--- src/rtl/shift_arbiter_pkg.sv ---
// Shared types and constants for the shift arbiter and its barrel shifter.
package shift_pkg;

  localparam int unsigned SHIFT_W = 32;
  localparam int unsigned NUM_W   = 8;
  localparam int unsigned OP_W    = 3;
  localparam int unsigned STAT_W  = 16;

  typedef enum logic [1:0] {
    LSL = 2'b00,
    LSR = 2'b01,
    ASR = 2'b10,
    ROR = 2'b11
  } shift_type_e;

  typedef enum logic {
    ST_IDLE = 1'b0,
    ST_HOLD = 1'b1
  } arb_state_e;

  // op[2:1] = shift type, op[0] = 1 for register-specified amount
  typedef struct packed {
    logic [OP_W-1:0]    op;
    logic [SHIFT_W-1:0] data;
    logic [NUM_W-1:0]   num;
    logic               cin;
  } shift_req_t;

endpackage

--- src/rtl/shift_arbiter_if.sv ---
// Two-requester shift bus plus held response channel.
interface shift_arbiter_if;
  import shift_pkg::*;

  logic               req0_valid;
  logic               req0_ready;
  logic [OP_W-1:0]    req0_op;
  logic [SHIFT_W-1:0] req0_data;
  logic [NUM_W-1:0]   req0_num;
  logic               req0_cin;

  logic               req1_valid;
  logic               req1_ready;
  logic [OP_W-1:0]    req1_op;
  logic [SHIFT_W-1:0] req1_data;
  logic [NUM_W-1:0]   req1_num;
  logic               req1_cin;

  logic               rsp_valid;
  logic               rsp_ready;
  logic               rsp_id;
  logic [SHIFT_W-1:0] rsp_data;
  logic               rsp_cout;

  // Arbiter side
  modport slave (
    input  req0_valid, req0_op, req0_data, req0_num, req0_cin,
    output req0_ready,
    input  req1_valid, req1_op, req1_data, req1_num, req1_cin,
    output req1_ready,
    output rsp_valid, rsp_id, rsp_data, rsp_cout,
    input  rsp_ready
  );

  // Requester / consumer side
  modport master (
    output req0_valid, req0_op, req0_data, req0_num, req0_cin,
    input  req0_ready,
    output req1_valid, req1_op, req1_data, req1_num, req1_cin,
    input  req1_ready,
    input  rsp_valid, rsp_id, rsp_data, rsp_cout,
    output rsp_ready
  );

endinterface

--- src/rtl/shift_arbiter_core.sv ---
// barrel_shift_core: combinational ARM shifter (LSL/LSR/ASR/ROR/RRX, imm vs reg amount).
module barrel_shift_core
  import shift_pkg::*;
(
  input  shift_req_t         i_req,
  output logic [SHIFT_W-1:0] o_out,
  output logic               o_cout
);

  shift_type_e w_type;
  logic        w_is_reg;
  logic [4:0]  w_n5;
  logic [4:0]  w_lsl_idx;

  assign w_type    = shift_type_e'(i_req.op[2:1]);
  assign w_is_reg  = i_req.op[0];
  assign w_n5      = i_req.num[4:0];
  // carry bit for LSL by 1..31 is data[32-n]
  assign w_lsl_idx = 5'(6'd32 - {1'b0, w_n5});

  // Shift result and carry-out; zero amount forms handled first
  always_comb begin
    o_out  = i_req.data;
    o_cout = i_req.cin;
    if (i_req.num == '0) begin
      if (!w_is_reg) begin
        case (w_type)
          LSR: begin
            o_out  = '0;
            o_cout = i_req.data[31];
          end
          ASR: begin
            o_out  = {SHIFT_W{i_req.data[31]}};
            o_cout = i_req.data[31];
          end
          ROR: begin
            o_out  = {i_req.cin, i_req.data[31:1]};
            o_cout = i_req.data[0];
          end
          default: ;
        endcase
      end
    end else begin
      case (w_type)
        LSL: begin
          if (i_req.num < 8'd32) begin
            o_out  = i_req.data << w_n5;
            o_cout = i_req.data[w_lsl_idx];
          end else if (i_req.num == 8'd32) begin
            o_out  = '0;
            o_cout = i_req.data[0];
          end else begin
            o_out  = '0;
            o_cout = 1'b0;
          end
        end
        LSR: begin
          if (i_req.num < 8'd32) begin
            o_out  = i_req.data >> w_n5;
            o_cout = i_req.data[w_n5 - 5'd1];
          end else if (i_req.num == 8'd32) begin
            o_out  = '0;
            o_cout = i_req.data[31];
          end else begin
            o_out  = '0;
            o_cout = 1'b0;
          end
        end
        ASR: begin
          if (i_req.num < 8'd32) begin
            o_out  = $unsigned($signed(i_req.data) >>> w_n5);
            o_cout = i_req.data[w_n5 - 5'd1];
          end else begin
            o_out  = {SHIFT_W{i_req.data[31]}};
            o_cout = i_req.data[31];
          end
        end
        default: begin
          if (w_n5 == '0) begin
            o_out  = i_req.data;
            o_cout = i_req.data[31];
          end else begin
            o_out  = (i_req.data >> w_n5) | (i_req.data << (6'd32 - {1'b0, w_n5}));
            o_cout = o_out[31];
          end
        end
      endcase
    end
  end

endmodule

--- src/rtl/shift_arbiter.sv ---
// shift_arbiter: round-robin share of one barrel shifter between two requesters,
// with a registered, held response. Optional macro SHIFT_ARB_STATS_EN adds
// saturating grant/stall counters.
module shift_arbiter
  import shift_pkg::*;
(
  input  logic                clk,
  input  logic                rst,
  shift_arbiter_if.slave      bus
`ifdef SHIFT_ARB_STATS_EN
  ,
  output logic [STAT_W-1:0]   stat_grant0,
  output logic [STAT_W-1:0]   stat_grant1,
  output logic [STAT_W-1:0]   stat_stall
`endif
);

  arb_state_e         r_state;
  arb_state_e         w_nxt_state;
  logic               r_ptr;
  logic               r_rsp_valid;
  logic               r_rsp_id;
  logic [SHIFT_W-1:0] r_rsp_data;
  logic               r_rsp_cout;

  logic               w_can_accept;
  logic               w_gnt0;
  logic               w_gnt1;
  shift_req_t         w_req0;
  shift_req_t         w_req1;
  shift_req_t         w_sel;
  logic [SHIFT_W-1:0] w_shift_out;
  logic               w_shift_cout;

  assign w_req0 = '{op: bus.req0_op, data: bus.req0_data, num: bus.req0_num, cin: bus.req0_cin};
  assign w_req1 = '{op: bus.req1_op, data: bus.req1_data, num: bus.req1_num, cin: bus.req1_cin};

  // no grant while reset is held, even though the FSM already sits in IDLE
  assign w_can_accept = !rst && ((r_state == ST_IDLE) || bus.rsp_ready);

  // State register
  always_ff @(posedge clk or posedge rst) begin
    if (rst) r_state <= ST_IDLE;
    else     r_state <= w_nxt_state;
  end

  // Next state and grant decode
  always_comb begin
    w_nxt_state = r_state;
    w_gnt0      = 1'b0;
    w_gnt1      = 1'b0;
    if (w_can_accept) begin
      if (bus.req0_valid && (!bus.req1_valid || !r_ptr)) w_gnt0 = 1'b1;
      else if (bus.req1_valid)                           w_gnt1 = 1'b1;
    end
    if (w_gnt0 || w_gnt1)                           w_nxt_state = ST_HOLD;
    else if ((r_state == ST_HOLD) && bus.rsp_ready) w_nxt_state = ST_IDLE;
  end

  assign bus.req0_ready = w_gnt0;
  assign bus.req1_ready = w_gnt1;

  assign w_sel = w_gnt1 ? w_req1 : w_req0;

  barrel_shift_core u_core (
    .i_req  (w_sel),
    .o_out  (w_shift_out),
    .o_cout (w_shift_cout)
  );

  // Round-robin pointer: after any grant, favour the other requester
  always_ff @(posedge clk or posedge rst) begin
    if (rst)         r_ptr <= 1'b0;
    else if (w_gnt0) r_ptr <= 1'b1;
    else if (w_gnt1) r_ptr <= 1'b0;
  end

  // Response register: load on grant, drop when consumed with nothing new
  always_ff @(posedge clk or posedge rst) begin
    if (rst) begin
      r_rsp_valid <= 1'b0;
      r_rsp_id    <= 1'b0;
      r_rsp_data  <= '0;
      r_rsp_cout  <= 1'b0;
    end else if (w_gnt0 || w_gnt1) begin
      r_rsp_valid <= 1'b1;
      r_rsp_id    <= w_gnt1;
      r_rsp_data  <= w_shift_out;
      r_rsp_cout  <= w_shift_cout;
    end else if (bus.rsp_ready) begin
      r_rsp_valid <= 1'b0;
    end
  end

  assign bus.rsp_valid = r_rsp_valid;
  assign bus.rsp_id    = r_rsp_id;
  assign bus.rsp_data  = r_rsp_data;
  assign bus.rsp_cout  = r_rsp_cout;

`ifdef SHIFT_ARB_STATS_EN
  logic [STAT_W-1:0] r_stat_grant0;
  logic [STAT_W-1:0] r_stat_grant1;
  logic [STAT_W-1:0] r_stat_stall;

  // Saturating grant and stall counters
  always_ff @(posedge clk or posedge rst) begin
    if (rst) begin
      r_stat_grant0 <= '0;
      r_stat_grant1 <= '0;
      r_stat_stall  <= '0;
    end else begin
      if (w_gnt0 && (r_stat_grant0 != '1)) r_stat_grant0 <= r_stat_grant0 + STAT_W'(1);
      if (w_gnt1 && (r_stat_grant1 != '1)) r_stat_grant1 <= r_stat_grant1 + STAT_W'(1);
      if (r_rsp_valid && !bus.rsp_ready && (r_stat_stall != '1))
        r_stat_stall <= r_stat_stall + STAT_W'(1);
    end
  end

  assign stat_grant0 = r_stat_grant0;
  assign stat_grant1 = r_stat_grant1;
  assign stat_stall  = r_stat_stall;
`endif

endmodule

--- src/flat_wrapper.sv ---
// flat-port wrapper written by rule: the top's interface ports become plain ports
module shift_arbiter_flat import shift_pkg::*;
  (clk, rst, bus_req0_valid, bus_req0_op, bus_req0_data, bus_req0_num, bus_req0_cin, bus_req0_ready, bus_req1_valid, bus_req1_op, bus_req1_data, bus_req1_num, bus_req1_cin, bus_req1_ready, bus_rsp_valid, bus_rsp_id, bus_rsp_data, bus_rsp_cout, bus_rsp_ready);
  shift_arbiter_if bus_i ();
  input  logic clk;
  input  logic rst;
  input wire logic [$bits(bus_i.req0_valid)-1:0] bus_req0_valid;
  input wire logic [$bits(bus_i.req0_op)-1:0] bus_req0_op;
  input wire logic [$bits(bus_i.req0_data)-1:0] bus_req0_data;
  input wire logic [$bits(bus_i.req0_num)-1:0] bus_req0_num;
  input wire logic [$bits(bus_i.req0_cin)-1:0] bus_req0_cin;
  output wire logic [$bits(bus_i.req0_ready)-1:0] bus_req0_ready;
  input wire logic [$bits(bus_i.req1_valid)-1:0] bus_req1_valid;
  input wire logic [$bits(bus_i.req1_op)-1:0] bus_req1_op;
  input wire logic [$bits(bus_i.req1_data)-1:0] bus_req1_data;
  input wire logic [$bits(bus_i.req1_num)-1:0] bus_req1_num;
  input wire logic [$bits(bus_i.req1_cin)-1:0] bus_req1_cin;
  output wire logic [$bits(bus_i.req1_ready)-1:0] bus_req1_ready;
  output wire logic [$bits(bus_i.rsp_valid)-1:0] bus_rsp_valid;
  output wire logic [$bits(bus_i.rsp_id)-1:0] bus_rsp_id;
  output wire logic [$bits(bus_i.rsp_data)-1:0] bus_rsp_data;
  output wire logic [$bits(bus_i.rsp_cout)-1:0] bus_rsp_cout;
  input wire logic [$bits(bus_i.rsp_ready)-1:0] bus_rsp_ready;
  assign bus_i.req0_valid = bus_req0_valid;
  assign bus_i.req0_op = bus_req0_op;
  assign bus_i.req0_data = bus_req0_data;
  assign bus_i.req0_num = bus_req0_num;
  assign bus_i.req0_cin = bus_req0_cin;
  assign bus_req0_ready = bus_i.req0_ready;
  assign bus_i.req1_valid = bus_req1_valid;
  assign bus_i.req1_op = bus_req1_op;
  assign bus_i.req1_data = bus_req1_data;
  assign bus_i.req1_num = bus_req1_num;
  assign bus_i.req1_cin = bus_req1_cin;
  assign bus_req1_ready = bus_i.req1_ready;
  assign bus_rsp_valid = bus_i.rsp_valid;
  assign bus_rsp_id = bus_i.rsp_id;
  assign bus_rsp_data = bus_i.rsp_data;
  assign bus_rsp_cout = bus_i.rsp_cout;
  assign bus_i.rsp_ready = bus_rsp_ready;
  shift_arbiter u_core (.clk(clk), .rst(rst), .bus(bus_i));
endmodule
--- config.mk ---
export PLATFORM = sky130hd
export DESIGN_NAME = shift_arbiter_flat
export DESIGN_NICKNAME = d
export VERILOG_FILES = /design/src/rtl/shift_arbiter_pkg.sv /design/src/rtl/shift_arbiter_if.sv /design/src/rtl/shift_arbiter_core.sv /design/src/rtl/shift_arbiter.sv /design/src/flat_wrapper.sv
export SDC_FILE = /design/constraint.sdc
export NUM_CORES = 1
export LEC_CHECK = 0
export CAP_MARGIN = 20
export CELL_PAD_IN_SITES_DETAIL_PLACEMENT = 0
export CELL_PAD_IN_SITES_GLOBAL_PLACEMENT = 1
export CORE_ASPECT_RATIO = 0.6
export CORE_MARGIN = 8
export CORE_UTILIZATION = 48
export DETAILED_ROUTE_END_ITERATION = 8
export HOLD_SLACK_MARGIN = 0.03
export MAX_ROUTING_LAYER = met4
export PLACE_DENSITY_LB_ADDON = 0.08
export SLEW_MARGIN = 20
export SYNTH_ARGS = -nofsm -noshare
export SYNTH_HDL_FRONTEND = slang
export SYNTH_SLANG_ARGS = --single-unit
--- constraint.sdc ---
create_clock -name clk -period 6.2 [get_ports clk]
set_input_delay 1.24 -clock clk [delete_from_list [all_inputs] [get_ports clk]]
set_output_delay 1.24 -clock clk [all_outputs]
set_load 0.02 [all_outputs]
Word-level counts from Yosys, hierarchy flattened
Cells that the tools add are included.
{"block": "word_totals", "out_inout_bits": 37, "ff_bits": 37, "elab_cells": 71}
{"block": "classes", "shift": 4, "mux": 34, "order_cmp": 3, "addsub": 2, "bitwise": 2, "eq_ne": 4, "reduce_logical": 16}
{"op": "two-way mux 32 bit", "count": 6}
{"op": "case mux 32 bit (3 select lines)", "count": 2}
{"op": "two-way mux 44 bit", "count": 1}
{"op": "bitwise OR 32 bit", "count": 1}
{"op": "<< shifter 32 x 5 -> 32 bit", "count": 1}
{"op": "<< shifter 32 x 6 -> 32 bit", "count": 1}
{"op": "right shift 32 x 5 -> 32 bit", "count": 1}
{"op": ">>> shifter 32 x 5 -> 32 bit", "count": 1}
{"op": "two-way mux 1 bit", "count": 21}
{"op": "less-than comparator 5 x 6 -> 1 bit (second input constant)", "count": 2}
{"op": "binary-select mux 1 bit (select 5 bit)", "count": 2}
{"op": "== test 8 x 6 -> 1 bit (second input constant)", "count": 1}
{"op": "logical NOT 8 bit", "count": 1}
{"op": "less-than comparator 8 x 6 -> 1 bit (second input constant)", "count": 1}
{"op": "nonzero test 2 bit", "count": 3}
{"op": "subtractor 6 x 5 -> 6 bit (first input constant)", "count": 1}
{"op": "logical NOT 5 bit", "count": 1}
{"op": "subtractor 5 x 1 -> 5 bit (second input constant)", "count": 1}
{"op": "== test 2 bit (second input constant)", "count": 2}
{"op": "logical AND 1 bit", "count": 3}
{"op": "logical NOT 1 bit", "count": 3}
{"op": "logical OR 1 bit", "count": 3}
{"op": "case mux 1 bit (3 select lines)", "count": 1}
{"op": "== test 2 x 1 -> 1 bit (second input constant)", "count": 1}
{"op": "other kinds (4)", "count": 4}

Longest topological paths before layout
{"block": "depth", "depth_word": 12, "depth_mapped": 20}

Modules after synthesis
From an unflattened synthesis, not the netlist that was laid out.
{"block": "unflattened", "hier_cells": 1154, "area_unflattened_um2": 10158.5}
{"module": "barrel_shift_core", "cells_each": 1018, "n_inst": 1, "area_per_inst_um2": 8170.3}
{"module": "shift_arbiter", "cells_each": 136, "n_inst": 1, "area_per_inst_um2": 1988.2}

Worst setup path after synthesis
No wires, ideal clock.
{"block": "synth_timing", "path_type": "input-to-reg", "startpoint": "in rst", "endpoint": "reg u_core.r_rsp_data[4], in the netlist u_core.bus.rsp_data[4]", "arrival_time_ps": 5049, "n_path_buf": 5, "path_stages": 19, "t_required_ps": 6061, "setup_slack_ps": 1012, "path_cell_list": "inv_1 nand4_4 inv_2 buf_6 buf_6 buf_4 buf_4 buf_4 nand2_1 nand2_1 inv_1 ha_1 inv_1 o211ai_2 a21oi_1 o21ai_0 a22o_1 a2111oi_0 a2bb2oi_1"}
{"block": "synth_between", "elab_chain_len": 10}
{"item": "from (decl)", "line_no": "flat_wrapper.sv:6", "source": "input logic rst;"}
{"item": "logical NOT 1 bit (no line) (*)"}
{"item": "logical AND 1 bit (*)", "line_no": "shift_arbiter.sv:39", "source": "assign w_can_accept = !rst && ((r_state == ST_IDLE) || bus.rsp_ready);"}
{"item": "two-way mux 1 bit (*)", "line_no": "shift_arbiter.sv:52", "source": "if (w_can_accept) begin"}
{"item": "net bus_req1_ready", "line_no": "flat_wrapper.sv:18", "source": "output wire logic [$bits(bus_i.req1_ready)-1:0] bus_req1_ready;"}
{"item": "two-way mux 44 bit", "line_no": "shift_arbiter.sv:63", "source": "assign w_sel = w_gnt1 ? w_req1 : w_req0;"}
{"item": "subtractor 6 x 5 -> 6 bit"}
{"item": "<< shifter 32 x 6 -> 32 bit", "line_no": "shift_arbiter_core.sv:83", "source": "o_out = (i_req.data >> w_n5) | (i_req.data << (6'd32 - {1'b0, w_n5}));"}
{"item": "bitwise OR 32 bit", "line_no": "shift_arbiter_core.sv:83"}
{"item": "two-way mux 32 bit", "line_no": "shift_arbiter_core.sv:79", "source": "if (w_n5 == '0) begin"}
{"item": "case mux 32 bit (3 select lines)", "line_no": "shift_arbiter_core.sv:44", "source": "case (w_type)"}
{"item": "two-way mux 32 bit", "line_no": "shift_arbiter_core.sv:25", "source": "if (i_req.num == '0) begin"}
{"item": "to (signal assigned)", "line_no": "shift_arbiter.sv:88", "source": "r_rsp_data <= w_shift_out;"}
{"item": "to (decl)", "line_no": "shift_arbiter.sv:23", "source": "logic [SHIFT_W-1:0] r_rsp_data;"}
The timed path passes the listed nets; every way through them passes the cells marked *.
A chain may end at the register's enable or synchronous reset.

Worst setup path after layout
{"block": "layout_timing", "startpoint": "in bus_req0_valid", "endpoint": "reg u_core.r_rsp_data[25], in the netlist u_core.bus.rsp_data[25]"}
{"block": "layout_between", "elab_chain_len": 10}
{"item": "from (decl)", "line_no": "flat_wrapper.sv:7", "source": "input wire logic [$bits(bus_i.req0_valid)-1:0] bus_req0_valid;"}
{"item": "logical AND 1 bit (*)", "line_no": "shift_arbiter.sv:53", "source": "if (bus.req0_valid && (!bus.req1_valid || !r_ptr)) w_gnt0 = 1'b1;"}
{"item": "two-way mux 1 bit", "line_no": "shift_arbiter.sv:53"}
{"item": "two-way mux 1 bit", "line_no": "shift_arbiter.sv:52"}
{"item": "two-way mux 44 bit", "line_no": "shift_arbiter.sv:63"}
{"item": "subtractor 6 x 5 -> 6 bit"}
{"item": "<< shifter 32 x 6 -> 32 bit", "line_no": "shift_arbiter_core.sv:83"}
{"item": "bitwise OR 32 bit", "line_no": "shift_arbiter_core.sv:83"}
{"item": "two-way mux 32 bit", "line_no": "shift_arbiter_core.sv:79"}
{"item": "case mux 32 bit (3 select lines)", "line_no": "shift_arbiter_core.sv:44"}
{"item": "two-way mux 32 bit", "line_no": "shift_arbiter_core.sv:25"}
Mark *: on every way between the ends. The rest lies on a longest branch, timed or not.

==> reports/results.env <==
OUTCOME='finished, violations left'
VIOLATIONS_IN_THE_FINAL_REPORTS='DRC'
FINISH.CELL_COUNT_WITHOUT_FILLERS=2140
SYNTHDOMINANTCELLAREASHARE=0.1978
SKEW_PS=6.256
PERIOD_SHARE=0.9033
PATH_CELLS='clkdlybuf4s50_1, nand2b_2, nand4_4, buf_12, mux2_4, buf_4, mux4_2, nand2_1, o21ai_0, a211oi_1, o22ai_1'
FINALNETCOUNT=1835
HOLD_END='u_core.bus.rsp_data[18]$_DFFE_PP0P_'
WORST-R2R-SETUP-SLACK_PS=1630
MAXIMUM_NUMBER_OF_PINS_ON_ONE_NET_BEFORE_GLOBAL_ROUTE_REPAIR=109
CTS_RESIZED=0
DP_WORST_SETUP_SLACK_PS=666.9
CTSROOTBUFFERMASTER='sky130_fd_sc_hd__clkbuf_16'
YOSYS.CELL_TYPES.COUNT=101
SETUP-TNS-FINAL_PS=0
DP_HPWL_UM=65230
MIN_PATH_TYPE='register to register'
ANTENNA_LEFT=0
MOST_AREA_CONSUMING_CELLS_AFTER_SYNTHESIS='sky130_fd_sc_hd__mux2i_1, sky130_fd_sc_hd__mux4_2, sky130_fd_sc_hd__mux2_2'
GRT_PASS1_VIAS=15770
POWER_PER_CELL_AREA_nW_PER_UM2=179.5
REPORT.FINAL.SLEW_VIOL_COUNT=0
DETAIL_ROUTE.ITER0.VIOLATIONS=3987
START_UTIL=0.4906
WORST_SETUP_PATH_END_KIND='register'
WHS_PATH_DEPTH=1
DIE_HEIGHT_UM=149.1
LAYOUT_MIN_CYCLE_TIME_PS=5601
POST-PLACE-CELLS=2130
DETAIL_ROUTE.WIRELENGTH_UM=84210
ROW_COUNT=48
DRT-VIAS-PER-INSTANCE=8.191
GRT_FIRST_PASS_WIRELENGTH_UM=118100
SYNTH-EDFF-COUNT=0
MAXCAPVIOLATIONS=0
GP_ROUTABILITY_CONGESTION=1.221
ASR_FLOP_RATIO_SYNTH=1.000
GRT.TOTAL_USAGE=0.4668
VIAS=17530
FLOW.AREA_GROWTH_FROM_SYNTHESIS_PCT=10.11
WORSTSETUPPATHTYPE='input port to register'
CTS.REPORTEDPATHS.CLKPINSLEW_PS=70
DIEWIDTH_UM=237.8
FIN_WS_PS=599.5
SYNTH_SEQ_CELLS=37
SYNTH_AREA_PER_CELL_SQ_UM=8.234
TIMING.REG2REG.WORST_PATH_DEPTH=10
LAYOUT-DRIVE-GT1-SHARE=0.1956
YOSYSWARNINGCOUNT=0
TIMING.CRITICAL_PATH.SLOWEST_STAGE_CELL='sky130_fd_sc_hd__a211oi_1'
MAXCLOCKFREQUENCY_MHz=178.6
DESIGN.PORTCOUNT=130
CRITICAL-PATH-MAX-STAGE-DELAY_PS=870
WORST_HOLD_STARTPOINT='u_core.bus.rsp_data[18]$_DFFE_PP0P_'
CP_DATA_ARRIVAL_TIME_PS=5750
SETUP_BUFS_POST_CTS=0
TIMING.RR.END='u_core.bus.rsp_data[25]$_DFFE_PP0P_'
RSZ0062_AT_GRT='false'
GRTUSAGEMET3=0.2812
FP.COREAREA_SQ_UM=28890
SYNTH_TOP_FLOP_CELL='sky130_fd_sc_hd__dfrtp_1'
GRT.BUSIEST_LAYER='met1'
CLOCK-SINKS=37
GRTUSAGEMET1=0.6176
STARTPOINT_OF_THE_MOST_CRITICAL_REGISTER_TO_REGISTER_PATH='u_core.r_ptr$_DFFE_PP0P_'
PORT-BUFFER-COUNT=129
STATIC-LEAKAGE-POWER_nW=5.934
CLOCK_INSERTION_DELAY_WORST_SKEW_PS=310
FINAL_HOLD_VIOL_COUNT=0
SYNTH_SEQUENTIAL_AREA_RATIO=0.06534
SYN_NETS=1819
TIMING_WORST_SLEW_PIN_VALUE_PS=1141
GROUTE.LAYER.MET2.USAGE=0.5683
TRITONCTS.NUM_BUFFERS=5
CRITICAL_PATH_START_TYPE='input port'
DPL-INSTANCE-AREA_SQ_UM=15420
TRITONCTS_CLOCK_TREE='yes'
SETUP_VIOLATIONS=0
DRC=26
CLOCK_TREE.BUFFER_DEPTH=2
DETAIL_ROUTE.FIRST_PASS.ITERATIONS=9
POST_DRT_WL_PER_CELL_UM=39.35
SYNTHESIS.AREA_SQ_UM=14170
DIE_AREA_SQ_UM=35460
FINALHOLDWORSTSLACK_PS=507.2
SYNTH.LARGEST_AREA_CELL='sky130_fd_sc_hd__mux2i_1'
GLOBALROUTEOVERFLOWTOTAL=0
REQUIRED_PS=6350
CTSHTREEMAXLEVEL=2
POSTCTSHOLDBUFS=0
POSTLAYOUTCOREUTIL=0.5402
GRT_ANTENNA_BEFORE_REPAIR=2
TIMING.SLEW.HEADROOM=0.2232
MAX-VDD-IR-DROP_V=0.0001133
POST_SYNTH_INST_COUNT=1721
P_TOTAL_mW=2.800
CP-STARTPOINT='bus_req0_valid'
CRITICAL_PATH_PEAK_FANOUT=108
LAYOUT.CELL_AREA.NON_FILLER_SQ_UM=15600
## logic make-up (layout without fill, tap and decap cells)
family / Yosys count / after routing / share of synthesized area
buf+inv: 217 / 234 / 0.08767
flops: 37 / 37 / 0.06534
other cells: 0 / 2 / 0
simple gates: 472 / 472 / 0.1573
fa+ha+maj: 5 / 5 / 0.004415
mux: 491 / 491 / 0.4405
xor+xnor: 4 / 4 / 0.003003
compound gates: 495 / 495 / 0.2417
## where the power goes
group          switching [mW]  internal, mW  leakage (nW)
registers              0.0428         0.294         0.444
clock network           0.138         0.202        0.0831
logic                    1.38         0.741          5.41
## worst max path at each step
stage,to,slack (ps),cells past startpoint
3_3_place_gp,u_core.bus.rsp_data[25]$_DFFE_PP0P_,790,11
5_1_grt,u_core.bus.rsp_data[25]$_DFFE_PP0P_,690,11
4_1_cts,u_core.bus.rsp_data[25]$_DFFE_PP0P_,970,11
2_1_floorplan,u_core.bus.rsp_data[4]$_DFFE_PP0P_,1010,19
6_report,u_core.bus.rsp_data[25]$_DFFE_PP0P_,600,11
3_5_place_dp,u_core.bus.rsp_data[25]$_DFFE_PP0P_,670,11
## layout by cell type, fill, tap and decap left out, types with 8 or more instances in the layout
master and count:
sky130_fd_sc_hd__a32oi_1 8, sky130_fd_sc_hd__mux4_2 86, sky130_fd_sc_hd__a211oi_1 35, sky130_fd_sc_hd__o211ai_1 22
sky130_fd_sc_hd__o21a_1 8, sky130_fd_sc_hd__mux2i_1 279, sky130_fd_sc_hd__clkdlybuf4s50_1 123, sky130_fd_sc_hd__a21oi_1 94
sky130_fd_sc_hd__nor3_1 39, sky130_fd_sc_hd__o22ai_1 30, sky130_fd_sc_hd__a221oi_1 13, sky130_fd_sc_hd__dfrtp_1 37
sky130_fd_sc_hd__nor2b_1 9, sky130_fd_sc_hd__o31ai_1 10, sky130_fd_sc_hd__nand2b_1 20, sky130_fd_sc_hd__a22oi_1 9
sky130_fd_sc_hd__or3_1 11, sky130_fd_sc_hd__nor2_1 121, sky130_fd_sc_hd__a221o_1 10, sky130_fd_sc_hd__inv_1 14
sky130_fd_sc_hd__mux2_2 111, sky130_fd_sc_hd__o221ai_1 17, sky130_fd_sc_hd__o21ai_0 94, sky130_fd_sc_hd__nand3_1 56
sky130_fd_sc_hd__buf_4 81, sky130_fd_sc_hd__nand2_1 157, sky130_fd_sc_hd__a31oi_1 37, sky130_fd_sc_hd__a211o_1 11
## state kept, by name (all words and copies together) (netlist names)
signal	count
u_core.r_ptr	1
u_core.bus.rsp_data	32
u_core.bus.rsp_valid	1
u_core.bus.rsp_id	1
u_core.bus.rsp_cout	1
u_core.r_state	1
## worst max-delay path, delay by kind of cell
family | cells | cell delay (ps)
buffers and inverters | 3 | 1400
AND/OR/NAND/NOR | 3 | 480
AO/OA/AOI/OAI | 3 | 1180
multiplexers | 2 | 1210
## cell usage after synthesis (9+ instances only)
cell type                    n
sky130_fd_sc_hd__o31ai_1    10
sky130_fd_sc_hd__a31oi_1    37
sky130_fd_sc_hd__nor2_1    121
sky130_fd_sc_hd__buf_6      28
sky130_fd_sc_hd__nand3_1    56
sky130_fd_sc_hd__o221ai_1   17
sky130_fd_sc_hd__buf_2      48
sky130_fd_sc_hd__a211o_1    11
sky130_fd_sc_hd__mux4_2     86
sky130_fd_sc_hd__buf_4      37
sky130_fd_sc_hd__o211ai_1   22
sky130_fd_sc_hd__o21ai_0    95
sky130_fd_sc_hd__a211oi_1   35
sky130_fd_sc_hd__inv_1      14
sky130_fd_sc_hd__dfrtp_1    37
sky130_fd_sc_hd__clkbuf_1   80
sky130_fd_sc_hd__o22ai_1    30
sky130_fd_sc_hd__nor3_1     39
sky130_fd_sc_hd__a21oi_1    94
sky130_fd_sc_hd__nand2_1   157
sky130_fd_sc_hd__mux2_2    111
sky130_fd_sc_hd__a22oi_1     9
sky130_fd_sc_hd__a221o_1    10
sky130_fd_sc_hd__nand2b_1   20
sky130_fd_sc_hd__or3_1      11
sky130_fd_sc_hd__a221oi_1   13
sky130_fd_sc_hd__nor2b_1     9
sky130_fd_sc_hd__mux2i_1   280
## layer usage
layer	wire length, um	share of wire
met1	32080	0.38
met2	29950	0.36
met3	18130	0.22
met4	4056	0.048
met5	0	0
## cell type report
class | instances | area, sq um
fill | 2773 | 13280
multi-input combinational | 1467 | 12020
timing repair buffer | 210 | 1912
sequential | 37 | 925.9
tap | 400 | 500.5
clock buffer | 6 | 138.9
inverter | 16 | 65.06
clock inverter | 2 | 37.54
antenna | 2 | 5.005
Note: power is estimated with default switching activity, not from simulation.
